$ cat config.mk
export PLATFORM = sky130hd
export DESIGN_NAME = adc_dma_arbiter_flat
export DESIGN_NICKNAME = d
export VERILOG_FILES = /design/src/rtl/adc_dma_arbiter_pkg.sv /design/src/rtl/adc_dma_arbiter_if.sv /design/src/rtl/adc_dma_arbiter_sample_fifo.sv /design/src/rtl/adc_dma_arbiter.sv /design/src/flat_wrapper.sv
export SDC_FILE = /design/constraint.sdc
export NUM_CORES = 1
export LEC_CHECK = 0
export CAP_MARGIN = 0
export CELL_PAD_IN_SITES_DETAIL_PLACEMENT = 0
export CELL_PAD_IN_SITES_GLOBAL_PLACEMENT = 2
export CORE_ASPECT_RATIO = 0.8
export CORE_MARGIN = 1.5
export CORE_UTILIZATION = 30
export CTS_CLUSTER_SIZE = 20
export DETAILED_ROUTE_END_ITERATION = 12
export PLACE_DENSITY = 0.73
export RECOVER_POWER = 100
export REMOVE_ABC_BUFFERS = 1
export SETUP_SLACK_MARGIN = 0.02
export SYNTH_ARGS = -nofsm -noshare
export SYNTH_HDL_FRONTEND = slang
export SYNTH_HIERARCHICAL = 1
export SYNTH_SLANG_ARGS = --single-unit
$ cat constraint.sdc
create_clock -name clk -period 5.1 [get_ports clk]
set_clock_uncertainty 0.2 [all_clocks]
set_input_delay 0.765 -clock clk [delete_from_list [all_inputs] [get_ports clk]]
set_output_delay 0.765 -clock clk [all_outputs]
set_load 0.005 [all_outputs]
$ cat src/rtl/adc_dma_arbiter_pkg.sv
// Shared definitions for the ADC sample DMA: register map, CTRL bit positions, FSM states.
// No logic; latency and backpressure are defined by the modules that import it.
package adc_dma_arbiter_pkg;

    localparam int DMA_AW       = 13;
    localparam int DMA_DW       = 16;
    localparam int DMA_FIFO_LOG = 2;

    localparam logic [1:0] DMA_REG_BASE  = 2'd0;
    localparam logic [1:0] DMA_REG_LEN   = 2'd1;
    localparam logic [1:0] DMA_REG_CTRL  = 2'd2;
    localparam logic [1:0] DMA_REG_COUNT = 2'd3;

    // CTRL write bits
    localparam int CTRL_START    = 0;
    localparam int CTRL_CLR_DONE = 1;
    localparam int CTRL_CLR_OVF  = 2;

    typedef enum logic [1:0] {
        ST_IDLE    = 2'd0,
        ST_CAPTURE = 2'd1,
        ST_DRAIN   = 2'd2,
        ST_DONE    = 2'd3
    } dma_state_t;

    function automatic logic [2:0] ctrl_status(input logic ovf, input logic done, input logic busy);
        return {ovf, done, busy};
    endfunction

endpackage

$ cat src/rtl/adc_dma_arbiter_if.sv
// Bundles the CPU data-port, IO register, ADC sample and RAM buses of the DMA arbiter.
// slave = arbiter side; master = CPU/ADC/RAM side.
interface adc_dma_arbiter_if
    import adc_dma_arbiter_pkg::*;
#(
    parameter int AW = DMA_AW,
    parameter int DW = DMA_DW
);
    logic          cpu_req;
    logic          cpu_we;
    logic [AW-1:0] cpu_addr;
    logic [DW-1:0] cpu_wdata;
    logic [DW-1:0] cpu_rdata;

    logic          io_sel;
    logic          io_wr;
    logic [1:0]    io_addr;
    logic [DW-1:0] io_wdata;
    logic [DW-1:0] io_rdata;

    logic          s_valid;
    logic [DW-1:0] s_data;
    logic          s_ready;

    logic [AW-1:0] ram_addr;
    logic          ram_we;
    logic [DW-1:0] ram_wdata;
    logic [DW-1:0] ram_rdata;

    modport slave (
        input  cpu_req, cpu_we, cpu_addr, cpu_wdata,
        output cpu_rdata,
        input  io_sel, io_wr, io_addr, io_wdata,
        output io_rdata,
        input  s_valid, s_data,
        output s_ready,
        output ram_addr, ram_we, ram_wdata,
        input  ram_rdata
    );

    modport master (
        output cpu_req, cpu_we, cpu_addr, cpu_wdata,
        input  cpu_rdata,
        output io_sel, io_wr, io_addr, io_wdata,
        input  io_rdata,
        output s_valid, s_data,
        input  s_ready,
        input  ram_addr, ram_we, ram_wdata,
        output ram_rdata
    );

endinterface

$ cat src/rtl/adc_dma_arbiter_sample_fifo.sv
// Synchronous FIFO with first-word-fall-through head; push/pop take effect at the clock edge.
// Caller must not push when full or pop when empty (both are ignored); flush empties it in one cycle.
module sample_fifo #(
    parameter int DW       = 16,
    parameter int FIFO_LOG = 2
) (
    input  logic          clk,
    input  logic          reset,
    input  logic          flush,
    input  logic          push,
    input  logic [DW-1:0] din,
    input  logic          pop,
    output logic [DW-1:0] dout,
    output logic          full,
    output logic          empty
);
    localparam int DEPTH = 1 << FIFO_LOG;

    logic [DW-1:0]     mem [DEPTH];
    logic [FIFO_LOG:0] wr_ptr;
    logic [FIFO_LOG:0] rd_ptr;

    // Extra pointer bit distinguishes full from empty when the indices match.
    assign empty = (wr_ptr == rd_ptr);
    assign full  = (wr_ptr[FIFO_LOG] != rd_ptr[FIFO_LOG]) &&
                   (wr_ptr[FIFO_LOG-1:0] == rd_ptr[FIFO_LOG-1:0]);
    assign dout  = mem[rd_ptr[FIFO_LOG-1:0]];

    always_ff @(posedge clk) begin
        if (reset || flush) begin
            wr_ptr <= '0;
            rd_ptr <= '0;
        end else begin
            if (push && !full)  wr_ptr <= wr_ptr + 1'b1;
            if (pop  && !empty) rd_ptr <= rd_ptr + 1'b1;
        end
    end

    always_ff @(posedge clk) begin
        if (push && !full) mem[wr_ptr[FIFO_LOG-1:0]] <= din;
    end

endmodule

$ cat src/rtl/adc_dma_arbiter.sv
// Shares the data RAM between the CPU and an ADC capture DMA; CPU always wins, DMA writes fill idle cycles.
// RAM mux is combinational (0 cycles); samples are buffered in a 4-deep FIFO and dropped with sticky ovf when it is full.
module adc_dma_arbiter
    import adc_dma_arbiter_pkg::*;
#(
    parameter int AW       = DMA_AW,
    parameter int DW       = DMA_DW,
    parameter int FIFO_LOG = DMA_FIFO_LOG
) (
    input  logic             clk,
    input  logic             reset,
    adc_dma_arbiter_if.slave bus
);
    dma_state_t    state_q, state_d;
    logic [AW-1:0] base_q;
    logic [AW:0]   len_q;
    logic [AW:0]   count_q;
    logic [AW:0]   acc_q;
    logic [AW:0]   acc_nxt;
    logic          done_q;
    logic          ovf_q;
    logic [AW-1:0] addr_q;

    logic          busy;
    logic          reg_wr;
    logic          ctrl_wr;
    logic          start;
    logic          dma_go;
    logic          overflow;
    logic          fifo_push;
    logic          fifo_full;
    logic          fifo_empty;
    logic [DW-1:0] fifo_head;
    logic [AW-1:0] dma_addr;

    logic          s_ready_c;
    logic [AW-1:0] ram_addr_c;
    logic          ram_we_c;
    logic [DW-1:0] ram_wdata_c;
    logic [DW-1:0] io_rdata_c;

    logic unused_io_bits;
    assign unused_io_bits = &{1'b0, bus.io_wdata[DW-1:AW+1]};

    assign busy      = (state_q != ST_IDLE);
    assign reg_wr    = bus.io_sel && bus.io_wr;
    assign ctrl_wr   = reg_wr && (bus.io_addr == DMA_REG_CTRL);
    assign start     = ctrl_wr && bus.io_wdata[CTRL_START] && (state_q == ST_IDLE);
    assign fifo_push = (state_q == ST_CAPTURE) && bus.s_valid && !fifo_full;
    assign overflow  = (state_q == ST_CAPTURE) && bus.s_valid && fifo_full;
    assign acc_nxt   = acc_q + {{AW{1'b0}}, fifo_push};
    assign dma_addr  = base_q + count_q[AW-1:0];
    // Held off during reset so a capture aborted by reset leaves no stray write behind.
    assign dma_go    = !reset && !bus.cpu_req && !fifo_empty && busy;

    sample_fifo #(
        .DW       (DW),
        .FIFO_LOG (FIFO_LOG)
    ) u_fifo (
        .clk   (clk),
        .reset (reset),
        .flush (start),
        .push  (fifo_push),
        .din   (bus.s_data),
        .pop   (dma_go),
        .dout  (fifo_head),
        .full  (fifo_full),
        .empty (fifo_empty)
    );

    always_comb begin
        state_d   = state_q;
        s_ready_c = 1'b0;
        case (state_q)
            ST_IDLE: begin
                s_ready_c = 1'b1;
                if (start) state_d = (len_q == '0) ? ST_DONE : ST_CAPTURE;
            end
            ST_CAPTURE: begin
                s_ready_c = !fifo_full;
                if (acc_nxt >= len_q) state_d = ST_DRAIN;
            end
            ST_DRAIN: begin
                if (fifo_empty && (count_q == len_q)) state_d = ST_DONE;
            end
            ST_DONE: begin
                state_d = ST_IDLE;
            end
            default: state_d = ST_IDLE;
        endcase
    end

    always_comb begin
        ram_addr_c  = addr_q;
        ram_we_c    = 1'b0;
        ram_wdata_c = bus.cpu_wdata;
        if (bus.cpu_req) begin
            ram_addr_c  = bus.cpu_addr;
            ram_we_c    = bus.cpu_we;
            ram_wdata_c = bus.cpu_wdata;
        end else if (dma_go) begin
            ram_addr_c  = dma_addr;
            ram_we_c    = 1'b1;
            ram_wdata_c = fifo_head;
        end
    end

    always_comb begin
        io_rdata_c = '0;
        case (bus.io_addr)
            DMA_REG_BASE:  io_rdata_c      = DW'(base_q);
            DMA_REG_LEN:   io_rdata_c      = DW'(len_q);
            DMA_REG_CTRL:  io_rdata_c[2:0] = ctrl_status(ovf_q, done_q, busy);
            DMA_REG_COUNT: io_rdata_c      = DW'(count_q);
            default:       io_rdata_c      = '0;
        endcase
    end

    always_ff @(posedge clk) begin
        if (reset) begin
            state_q <= ST_IDLE;
            base_q  <= '0;
            len_q   <= '0;
            count_q <= '0;
            acc_q   <= '0;
            done_q  <= 1'b0;
            ovf_q   <= 1'b0;
            addr_q  <= '0;
        end else begin
            state_q <= state_d;
            addr_q  <= ram_addr_c;
            if (reg_wr && (bus.io_addr == DMA_REG_BASE)) base_q <= bus.io_wdata[AW-1:0];
            if (reg_wr && (bus.io_addr == DMA_REG_LEN))  len_q  <= bus.io_wdata[AW:0];
            if (start) begin
                count_q <= '0;
                acc_q   <= '0;
            end else begin
                if (dma_go) count_q <= count_q + 1'b1;
                acc_q <= acc_nxt;
            end
            // Status sets take priority over a software clear in the same cycle.
            if (state_q == ST_DONE)                            done_q <= 1'b1;
            else if (ctrl_wr && bus.io_wdata[CTRL_CLR_DONE]) done_q <= 1'b0;
            if (overflow)                                     ovf_q  <= 1'b1;
            else if (ctrl_wr && bus.io_wdata[CTRL_CLR_OVF])  ovf_q  <= 1'b0;
        end
    end

    assign bus.s_ready   = s_ready_c;
    assign bus.ram_addr  = ram_addr_c;
    assign bus.ram_we    = ram_we_c;
    assign bus.ram_wdata = ram_wdata_c;
    assign bus.cpu_rdata = bus.ram_rdata;
    assign bus.io_rdata  = io_rdata_c;

endmodule
$ cat src/flat_wrapper.sv
// flat-port wrapper written by rule: the top's interface ports become plain ports
module adc_dma_arbiter_flat import adc_dma_arbiter_pkg::*;
#(
    parameter int AW       = DMA_AW,
    parameter int DW       = DMA_DW,
    parameter int FIFO_LOG = DMA_FIFO_LOG
)
  (clk, reset, bus_cpu_req, bus_cpu_we, bus_cpu_addr, bus_cpu_wdata, bus_cpu_rdata, bus_io_sel, bus_io_wr, bus_io_addr, bus_io_wdata, bus_io_rdata, bus_s_valid, bus_s_data, bus_s_ready, bus_ram_addr, bus_ram_we, bus_ram_wdata, bus_ram_rdata);
  adc_dma_arbiter_if #(.AW(AW), .DW(DW)) bus_i ();
  input  logic clk;
  input  logic reset;
  input wire logic [$bits(bus_i.cpu_req)-1:0] bus_cpu_req;
  input wire logic [$bits(bus_i.cpu_we)-1:0] bus_cpu_we;
  input wire logic [$bits(bus_i.cpu_addr)-1:0] bus_cpu_addr;
  input wire logic [$bits(bus_i.cpu_wdata)-1:0] bus_cpu_wdata;
  output wire logic [$bits(bus_i.cpu_rdata)-1:0] bus_cpu_rdata;
  input wire logic [$bits(bus_i.io_sel)-1:0] bus_io_sel;
  input wire logic [$bits(bus_i.io_wr)-1:0] bus_io_wr;
  input wire logic [$bits(bus_i.io_addr)-1:0] bus_io_addr;
  input wire logic [$bits(bus_i.io_wdata)-1:0] bus_io_wdata;
  output wire logic [$bits(bus_i.io_rdata)-1:0] bus_io_rdata;
  input wire logic [$bits(bus_i.s_valid)-1:0] bus_s_valid;
  input wire logic [$bits(bus_i.s_data)-1:0] bus_s_data;
  output wire logic [$bits(bus_i.s_ready)-1:0] bus_s_ready;
  output wire logic [$bits(bus_i.ram_addr)-1:0] bus_ram_addr;
  output wire logic [$bits(bus_i.ram_we)-1:0] bus_ram_we;
  output wire logic [$bits(bus_i.ram_wdata)-1:0] bus_ram_wdata;
  input wire logic [$bits(bus_i.ram_rdata)-1:0] bus_ram_rdata;
  assign bus_i.cpu_req = bus_cpu_req;
  assign bus_i.cpu_we = bus_cpu_we;
  assign bus_i.cpu_addr = bus_cpu_addr;
  assign bus_i.cpu_wdata = bus_cpu_wdata;
  assign bus_cpu_rdata = bus_i.cpu_rdata;
  assign bus_i.io_sel = bus_io_sel;
  assign bus_i.io_wr = bus_io_wr;
  assign bus_i.io_addr = bus_io_addr;
  assign bus_i.io_wdata = bus_io_wdata;
  assign bus_io_rdata = bus_i.io_rdata;
  assign bus_i.s_valid = bus_s_valid;
  assign bus_i.s_data = bus_s_data;
  assign bus_s_ready = bus_i.s_ready;
  assign bus_ram_addr = bus_i.ram_addr;
  assign bus_ram_we = bus_i.ram_we;
  assign bus_ram_wdata = bus_i.ram_wdata;
  assign bus_i.ram_rdata = bus_ram_rdata;
  adc_dma_arbiter #(.AW(AW), .DW(DW), .FIFO_LOG(FIFO_LOG)) u_core (.clk(clk), .reset(reset), .bus(bus_i));
endmodule
==> reports/metrics.yaml, run 1 <==
status: "complete, but fails checks"
violations: "capacitance limit, slew limit"
post-route-drc-count: 0
num-nets-final: 980
fp-row-count: 51
cts-root-buf: "clkbuf_16"
cpLargestDelayFamily: "simple AND/OR/NAND/NOR gates"
grtUsageTotal: 0.154
worst_pin_slew_ns: 1.84
clock-sinks: 144
clkTransAtPathRegs_ns: 0.07
synth_fa_ha_area_frac: 0.0652
drive_gt1_frac: 0.0795
syn-cell-area_mm2: 0.00759
netSwitchingPower_uw: 857
period_needed_ns: 4.61
arrival_ns: 3.64
p_sw_frac: 0.288
netlist_instances: 763
synthMuxAreaShare: 0.0722
drv_cap: 1
ys_seq_area_frac: 0.464
setup_viol_count_final: 0
post_cts_buffers: 0
setup_slack_ns: 0.493
rsz0062_at_grt: "false"
die_h_um: 145
grt_overflow: 0
io_buffers: 112
synth.avg_cell_area_um2: 9.95
clock_latency_ns: 0.43
crit_type: "reg2out"
leakagePower_nw: 3.55
synth_warnings: 6
internal_power_mw: 2.12
startpoint_type: "flip-flop"
max_stage_delay_ns: 0.61
place_ws_ns: 0.856
h-tree-depth: 4
io_pins: 149
grt_max_degree: 52
drt_wl_total_um: 19800
peakVddDrop_uv: 198
vias: 5616
p_comb_frac: 0.141
synth_top_flop_cell: "dfxtp_1"
hold_viol_final: 0
coreArea_mm2: 0.0246
clockBufferDepth: 2
synth_edf_count: 64
initial_core_util: 0.309
drt_first_pass_iters: 4
p_total_mw: 2.98
crit_buf_inv: 2
async_reset_ff_frac: 0
endpoint_kind: "output port"
synth_xor_area_frac: 0.0588
cp_max_fo: 12
detail_route.wl_per_cell_um: 16.7
synth_top_family_by_area: "simple AND/OR/NAND/NOR gates"
post-route-period-util: 0.903
place_congestion: 0.747
tns_ns: 0
max_slew_margin: -0.228
fmax_ghz: 0.217
die_area_mm2: 0.0263
yosys.cell_types.count: 61
antennaDiodeCount: 0
numCtsBuffers: 17
dp_hpwl_um: 14100
cts_resized: 0
synth_compound_area_frac: 0.108
yosys.area_share.simple: 0.173
via_per_inst: 4.74
crit_required_ns: 4.14
drt_iter0_drc: 338
hold_class: "reg2reg"
cts_hold_buf: 0
cts_tree: "done"
p_seq_frac: 0.429
path_cells: "xnor2_1 > nand2_1 > nor2_1 > or4_1 > clkinv_2 > nor2_2 > a22oi_1 > o21ai_0 > dlygate4sd3_1"
synthToLayoutAreaGrowth_pct: 25.0
grt_first_pass_wirelength_um: 31500
antenna_found_initial: 0
drtAntennaViolNets: 0
grt_pass1_vias: 5524
ys_ff_latch: 144
chipWidth_um: 181
cp_slowest_cell: "dlygate4sd3_1"
clkPwrFrac: 0.430
p_per_area_mw_per_mm2: 313
drv_slew: 29
metal layers:
| layer | global-route usage | vias up | share of wire |
|---|---|---|---|
| met5 | 0 | - | 0 |
| li1 | - | 2874 | - |
| met1 | 0.231 | 2610 | 0.51 |
| met3 | 0.0382 | 7 | 0.065 |
| met2 | 0.221 | 125 | 0.42 |
| met4 | 0.0353 | 0 | 0.0060 |
through the flow:
stage / utilization / cell area [um^2] / hold slack [ns] / std cells
floorplan: - / 7270 / 0.245 / 711
global route: 0.386 / 9490 / 0.326 / 1186
global placement: 0.362 / 8890 / 0.270 / 1154
finish: 0.386 / 9490 / 0.297 / 1186
detailed placement: 0.362 / 8890 / 0.278 / 1154
CTS: 0.387 / 9510 / 0.294 / 1186
Yosys cell counts (19+ instances only):
library cell / count / area [um^2]
nand2_1: 152 / 571
dfxtp_1: 80 / 1600
edfxtp_1: 64 / 1920
a21oi_1: 49 / 245
ha_1: 38 / 475
nor2_1: 32 / 120
inv_1: 31 / 116
xnor2_1: 27 / 236
nor2b_1: 26 / 163
o21ai_0: 24 / 120
xor2_1: 24 / 210
buf_4: 21 / 158
clkbuf_1: 19 / 71.3
mux4_2: 19 / 428
worst reg2reg max path, cell delays in order, from the launching register on:
cell and delay (ns):
dfxtp_1 0.41, xnor2_1 0.46, nand2_1 0.22, nor2_1 0.20
nor2_1 0.12, ha_1 0.23, and4_1 0.23, and3_1 0.23
nor2b_1 0.15, xnor2_1 0.19, ha_1 0.28, a21oi_1 0.15
a2bb2oi_1 0.18, o2111a_1 0.21, o31ai_1 0.11, and4_1 0.17
a211oi_1 0.19
flip-flops by register name, summed over array words and instances (netlist names), named ones only:
name                  cells
u_core/u_fifo/rd_ptr      3
u_core/addr_q            13
u_core/u_fifo/mem        64
u_core/u_fifo/wr_ptr      3
u_core/base_q            13
u_core/done_q             1
u_core/acc_q             14
u_core/len_q             14
u_core/ovf_q              1
u_core/count_q           14
u_core/state_q            2
worst paths after layout:
path	end	slack [ns]	startpoint	depth (start not counted)
min reg2reg	u_core/done_q	0.30	u_core/done_q	2
min	u_core/done_q	0.30	u_core/done_q	2
max	bus_ram_addr[3]	0.49	u_core/u_fifo/wr_ptr[1]	9
max reg2reg	u_core/state_q[1]	1.08	u_core/u_fifo/wr_ptr[1]	16
power by group through the flow:
stage	Clock [mW]	Combinational [mW]	Sequential (mW)
finish	1.28	0.421	1.28
global route	1.37	0.462	1.28
CTS	1.32	0.446	1.28
detailed placement	0	0.442	1.30
global placement	0	0.444	1.30
floorplan	0	0.212	1.30
logic make-up (layout without fill, tap and decap cells):
kind of cell | Yosys count | count (layout)
simple gates | 281 | 281
flops | 144 | 144
compound gates | 131 | 131
buf+inv | 85 | 189
xor+xnor | 51 | 51
fa+ha+maj | 39 | 39
mux | 31 | 31
other cells | 1 | 2
cells in the final DEF (no fill, tap or decap), types with 27 or more instances in the layout:
cell type	netlist	final
xnor2_1	27	27
dlygate4sd3_1	0	60
dfxtp_1	80	80
nand2_1	152	152
edfxtp_1	64	64
nor2_1	32	32
clkdlybuf4s50_1	0	51
inv_1	31	31
ha_1	38	38
a21oi_1	49	49
layout make-up:
cell class,count,area [um^2]
clock buffers,17,425
clock inverters,15,196
fillers,2437,15100
inverters,32,121
multi-input cells,535,3630
flip-flops and latches,144,3520
well taps,318,398
repair buffers,125,1200
(Power assumes the default switching activity.)
==> run 2: changes to the inputs <==
Settings changed: CELL_PAD_IN_SITES_DETAIL_PLACEMENT 0 to not set, CELL_PAD_IN_SITES_GLOBAL_PLACEMENT 2 to not set, CORE_UTILIZATION 30 to 47, PLACE_DENSITY 0.73 to 0.72.
==> run 2 against run 1 <==
  * Largest power group unchanged
  * Cell area decreased by 2.2%
  * The flow still finishes with violations (capacitance limit, slew limit)
  * Worst hold slack worse by 0.0036 ns
  * Sequential power about the same
  * Register-to-register slack lost 0.10 ns
  * Non-clock buffer count shrank 6
  * Clock power shrank 4%
  * Highest routed layer unchanged
  * Critical path type unchanged
  * Critical endpoint unchanged
  * Global-route usage up 5.7 points
  * Fmax fell by 2.1%
  * Worst setup slack lost 0.10 ns
==> reports/metrics.yaml, run 2 (synthesis gave the netlist of run 1 again) <==
largest_reg_flops: 64
final_common_cell: "nand2_1"
placedInstanceArea_mm2: 0.00872
grt_pass1_vias: 5305
detail_route.wl_per_cell_um: 16.5
peakVddDrop_uv: 263
post-route-drc-count: 0
crit_type: "reg2out"
startpoint_type: "flip-flop"
die_area_mm2: 0.0169
rrSetupSlack_ns: 0.98
grt_max_degree: 52
num-nets-final: 974
p_total_mw: 2.92
clock-sinks: 144
cts_resized: 0
clockBufferDepth: 2
crit_required_ns: 4.14
leakagePower_nw: 3.51
hold_class: "reg2reg"
h-tree-depth: 4
hold_viol_final: 0
drv_slew: 46
vias: 5796
antennaDiodeCount: 0
nFillCells: 1360
post-route-period-util: 0.923
drv_cap: 2
endpoint_kind: "output port"
drt_first_pass_iters: 6
antenna_found_initial: 0
setup_viol_count_final: 0
clkTransAtPathRegs_ns: 0.06
whs_ns: 0.293
period_needed_ns: 4.71
fp-row-count: 41
chipWidth_um: 145
die_h_um: 117
placed_cells: 1045
worst_pin_slew_ns: 1.84
initial_core_util: 0.481
cts_tree: "done"
grtUsageTotal: 0.212
tns_ns: 0
drt_wl_total_um: 17700
io_pins: 149
synthToLayoutAreaGrowth_pct: 22.3
max_slew_margin: -0.230
drt_iter0_drc: 501
post_cts_buffers: 0
drive_gt1_frac: 0.0732
grt_first_pass_wirelength_um: 27900
io_buffers: 112
arrival_ns: 3.74
drtAntennaViolNets: 0
rsz0062_at_grt: "false"
place_congestion: 0.839
layoutNonFillerInstCount: 1076
dp_hpwl_um: 12300
cts_hold_buf: 0
cts-root-buf: "clkbuf_16"
status: "complete, but fails checks"
cp_max_fo: 12
numCtsBuffers: 17
multi_input_area_mm2: 0.00362
clock_latency_ns: 0.43
layout_common_cells: "nand2_1, dfxtp_1, edfxtp_1"
fmax_ghz: 0.212
final-seq-area_mm2: 0.00352
grt_overflow: 0
violations: "capacitance limit, slew limit"
fin_area_mm2: 0.00929
p_per_area_mw_per_mm2: 314
coreArea_mm2: 0.0158
via_per_inst: 5.39
[run 2: worst paths after layout]
kind,end,from,cells past startpoint
worst min-delay path,u_core/done_q,u_core/done_q,2
worst max register to register,u_core/state_q[1],u_core/u_fifo/wr_ptr[0],16
worst max-delay path,bus_ram_addr[3],u_core/u_fifo/wr_ptr[0],9
worst min register to register,u_core/done_q,u_core/done_q,2
[run 2: area by class of cell]
type | instances | area share
Clock inverter | 14 | 0.0168
Timing Repair Buffer | 119 | 0.125
Tap cell | 215 | 0.0290
Multi-Input combinational cell | 535 | 0.390
Sequential cell | 144 | 0.379
Clock buffer | 17 | 0.0458
Inverter | 32 | 0.0131
[run 2: per-layer routing]
| metal | vias to the layer above | track usage | share of wire |
|---|---|---|---|
| li1 | 2853 | - | - |
| met1 | 2726 | 0.303 | 0.49 |
| met2 | 194 | 0.314 | 0.43 |
| met3 | 23 | 0.0504 | 0.061 |
| met4 | 0 | 0.0776 | 0.018 |
| met5 | - | 0 | 0 |
[run 2: worst max-delay path, stage by stage, from the launching register on]
cell,delay (ns)
dfxtp_1,0.40
xnor2_1,0.51
nand2_1,0.27
nor2_1,0.41
or4_1,0.21
clkinv_2,0.14
nor2_2,0.47
a22oi_1,0.13
o21ai_0,0.15
dlygate4sd3_1,0.60
[run 2: power by group]
group | switching, mW | internal [mW]
registers | 0.0326 | 1.25
clock network | 0.510 | 0.724
logic | 0.209 | 0.191
total | 0.752 | 2.17
[run 2: stage by stage]
stage	util	setup slack [ns]
after CTS	0.589	0.473
after floorplan	-	1.55
after global placement	0.552	0.976
after global routing	0.588	0.255
after detailed placement	0.552	0.947
final	0.588	0.393
==> run 3: changes to the inputs <==
Settings changed: CELL_PAD_IN_SITES_DETAIL_PLACEMENT set to 0, CELL_PAD_IN_SITES_GLOBAL_PLACEMENT set to 1, CORE_UTILIZATION 47 to 40, PLACE_DENSITY 0.72 to 0.78.
==> run 3 against run 2 <==
  * Cell count increased by 3.7%
  * Critical path type unchanged
  * Routed wire length increased by 4.1%
  * Critical endpoint is now bus_ram_addr[5]
  * Cell area increased by 0.24%
  * The run still ends with capacitance limit, slew limit left
  * Count of clock-buffer cells in the layout increased by 1
==> reports/metrics.yaml, run 3 (synthesis gave the netlist of run 1 again) <==
coreArea_mm2: 0.0184
drt_iter0_drc: 411
max_stage_delay_ns: 0.57
largest_reg_flops: 64
drtAntennaViolNets: 0
grt_overflow: 0
r2r_start: "u_core/u_fifo/rd_ptr[0]"
via_per_inst: 5.08
placedInstanceArea_mm2: 0.00878
numCtsBuffers: 17
path_cells: "xnor2_1 > nand2_1 > nor2_1 > or4_1 > clkinv_2 > nor2_4 > a22o_1 > a21o_1 > dlygate4sd3_1"
drive_gt1_frac: 0.0730
crit_type: "reg2out"
post-route-drc-count: 0
worstHoldPathCells: 2
drv_cap: 3
leakagePower_nw: 3.50
detail_route.wl_per_cell_um: 16.5
cts-root-buf: "clkbuf_16"
grt_max_degree: 52
post-route-period-util: 0.895
dp_hpwl_um: 12900
die_h_um: 126
arrival_ns: 3.60
drt_first_pass_iters: 5
layout_common_cells: "nand2_1, dfxtp_1, edfxtp_1"
setup_viol_count_final: 0
r2r_cells: 16
cts_tree: "done"
critical_path.reg2reg.endpoint: "u_core/state_q[1]"
clockBufferDepth: 2
antennaDiodeCount: 0
worst_pin_slew_ns: 2.07
tns_ns: 0
drt_wl_total_um: 18500
clkTransAtPathRegs_ns: 0.06
clock-sinks: 144
hold_end: "u_core/base_q[12]"
hold_viol_final: 0
rsz0062_at_grt: "false"
io_buffers: 112
grt_pass1_vias: 5538
num-nets-final: 975
nFillCells: 1734
layoutNonFillerInstCount: 1116
period_needed_ns: 4.57
p_total_mw: 2.84
h-tree-depth: 4
p_per_area_mw_per_mm2: 305
cp_max_fo: 17
endpoint_kind: "output port"
vias: 5671
cpLargestDelayFamily: "simple AND/OR/NAND/NOR gates"
die_area_mm2: 0.0198
status: "complete, but fails checks"
cts_hold_buf: 0
synthToLayoutAreaGrowth_pct: 22.6
hold_class: "reg2reg"
cp_slowest_cell: "dlygate4sd3_1"
io_pins: 149
peakVddDrop_uv: 251
grtUsageTotal: 0.194
placed_cells: 1084
drv_slew: 60
fp-row-count: 44
fmax_ghz: 0.219
fin_area_mm2: 0.00931
place_ws_ns: 0.829
chipWidth_um: 157
antenna_found_initial: 0
final_common_cell: "nand2_1"
setup_slack_ns: 0.533
crit_buf_inv: 2
grt_first_pass_wirelength_um: 29400
clock_latency_ns: 0.42
startpoint_type: "flip-flop"
worstHoldStart: "u_core/base_q[12]"
rrSetupSlack_ns: 1.09
post_cts_buffers: 0
crit_required_ns: 4.14
initial_core_util: 0.413
max_slew_margin: -0.388
violations: "capacitance limit, slew limit"
place_congestion: 0.831
run 3: changes by cell type in the layout (fill, tap and decap cells not counted), sizes merged:
cell | before | now
clkinv | 7 | 6
clkdlybuf4s50 | 50 | 51
dlygate4sd3 | 61 | 60
inv | 35 | 38
bufinv | 2 | 0
clkbuf | 18 | 20
run 3: per-layer routing:
metal  up-vias  part of all wire  global-route usage
met2       137              0.43               0.276
met4         0            0.0065              0.0572
met1      2667              0.51               0.286
met5         -                 0                   0
li1       2861                 -                   -
met3         6             0.056              0.0530
run 3: final cells by class:
class	count	area, um^2	share of cell area
inverters	32	121	0.0130
clock buffers	18	429	0.0461
flip-flops and latches	144	3520	0.379
multi-input cells	535	3620	0.389
repair buffers	120	1170	0.126
clock inverters	14	124	0.0133
well taps	253	317	0.0340
run 3: metrics by stage:
step | hold WS (ns) | utilization
floorplan | 0.245 | -
global placement | 0.267 | 0.477
detailed placement | 0.276 | 0.477
CTS | 0.285 | 0.507
global route | 0.314 | 0.506
finish | 0.286 | 0.506
run 3: worst reg2reg max path: cells and delay by family (launching register included):
| kind | cells | cell delay [ns] |
|---|---|---|
| simple gates | 7 | 1.33 |
| compound gates | 5 | 0.82 |
| xor+xnor | 2 | 0.69 |
| fa+ha+maj | 2 | 0.52 |
| flops | 1 | 0.38 |
run 3: worst max path at each step:
stage                                       start                 to  slack (ns)  cells past startpoint
after floorplan           u_core/u_fifo/wr_ptr[0]  u_core/state_q[1]        1.55                     16
after global placement    u_core/u_fifo/rd_ptr[0]   bus_ram_addr[12]        0.83                      9
after detailed placement  u_core/u_fifo/wr_ptr[0]    bus_ram_addr[3]        0.83                      9
after CTS                 u_core/u_fifo/rd_ptr[0]    bus_ram_addr[3]        0.37                      9
after global routing      u_core/u_fifo/rd_ptr[0]    bus_ram_addr[6]        0.17                      9
final                     u_core/u_fifo/rd_ptr[0]    bus_ram_addr[5]        0.53                      9
run 3: power by group:
part | switching (mW) | internal [mW] | total, mW
Combinational | 0.213 | 0.192 | 0.405
Sequential | 0.0256 | 1.25 | 1.28
Clock | 0.521 | 0.639 | 1.16
run 3: timing repair:
action,in CTS,in global routing
setup endpoints to repair,0,1
gates resized for setup,0,1
hold endpoints to repair,0,0
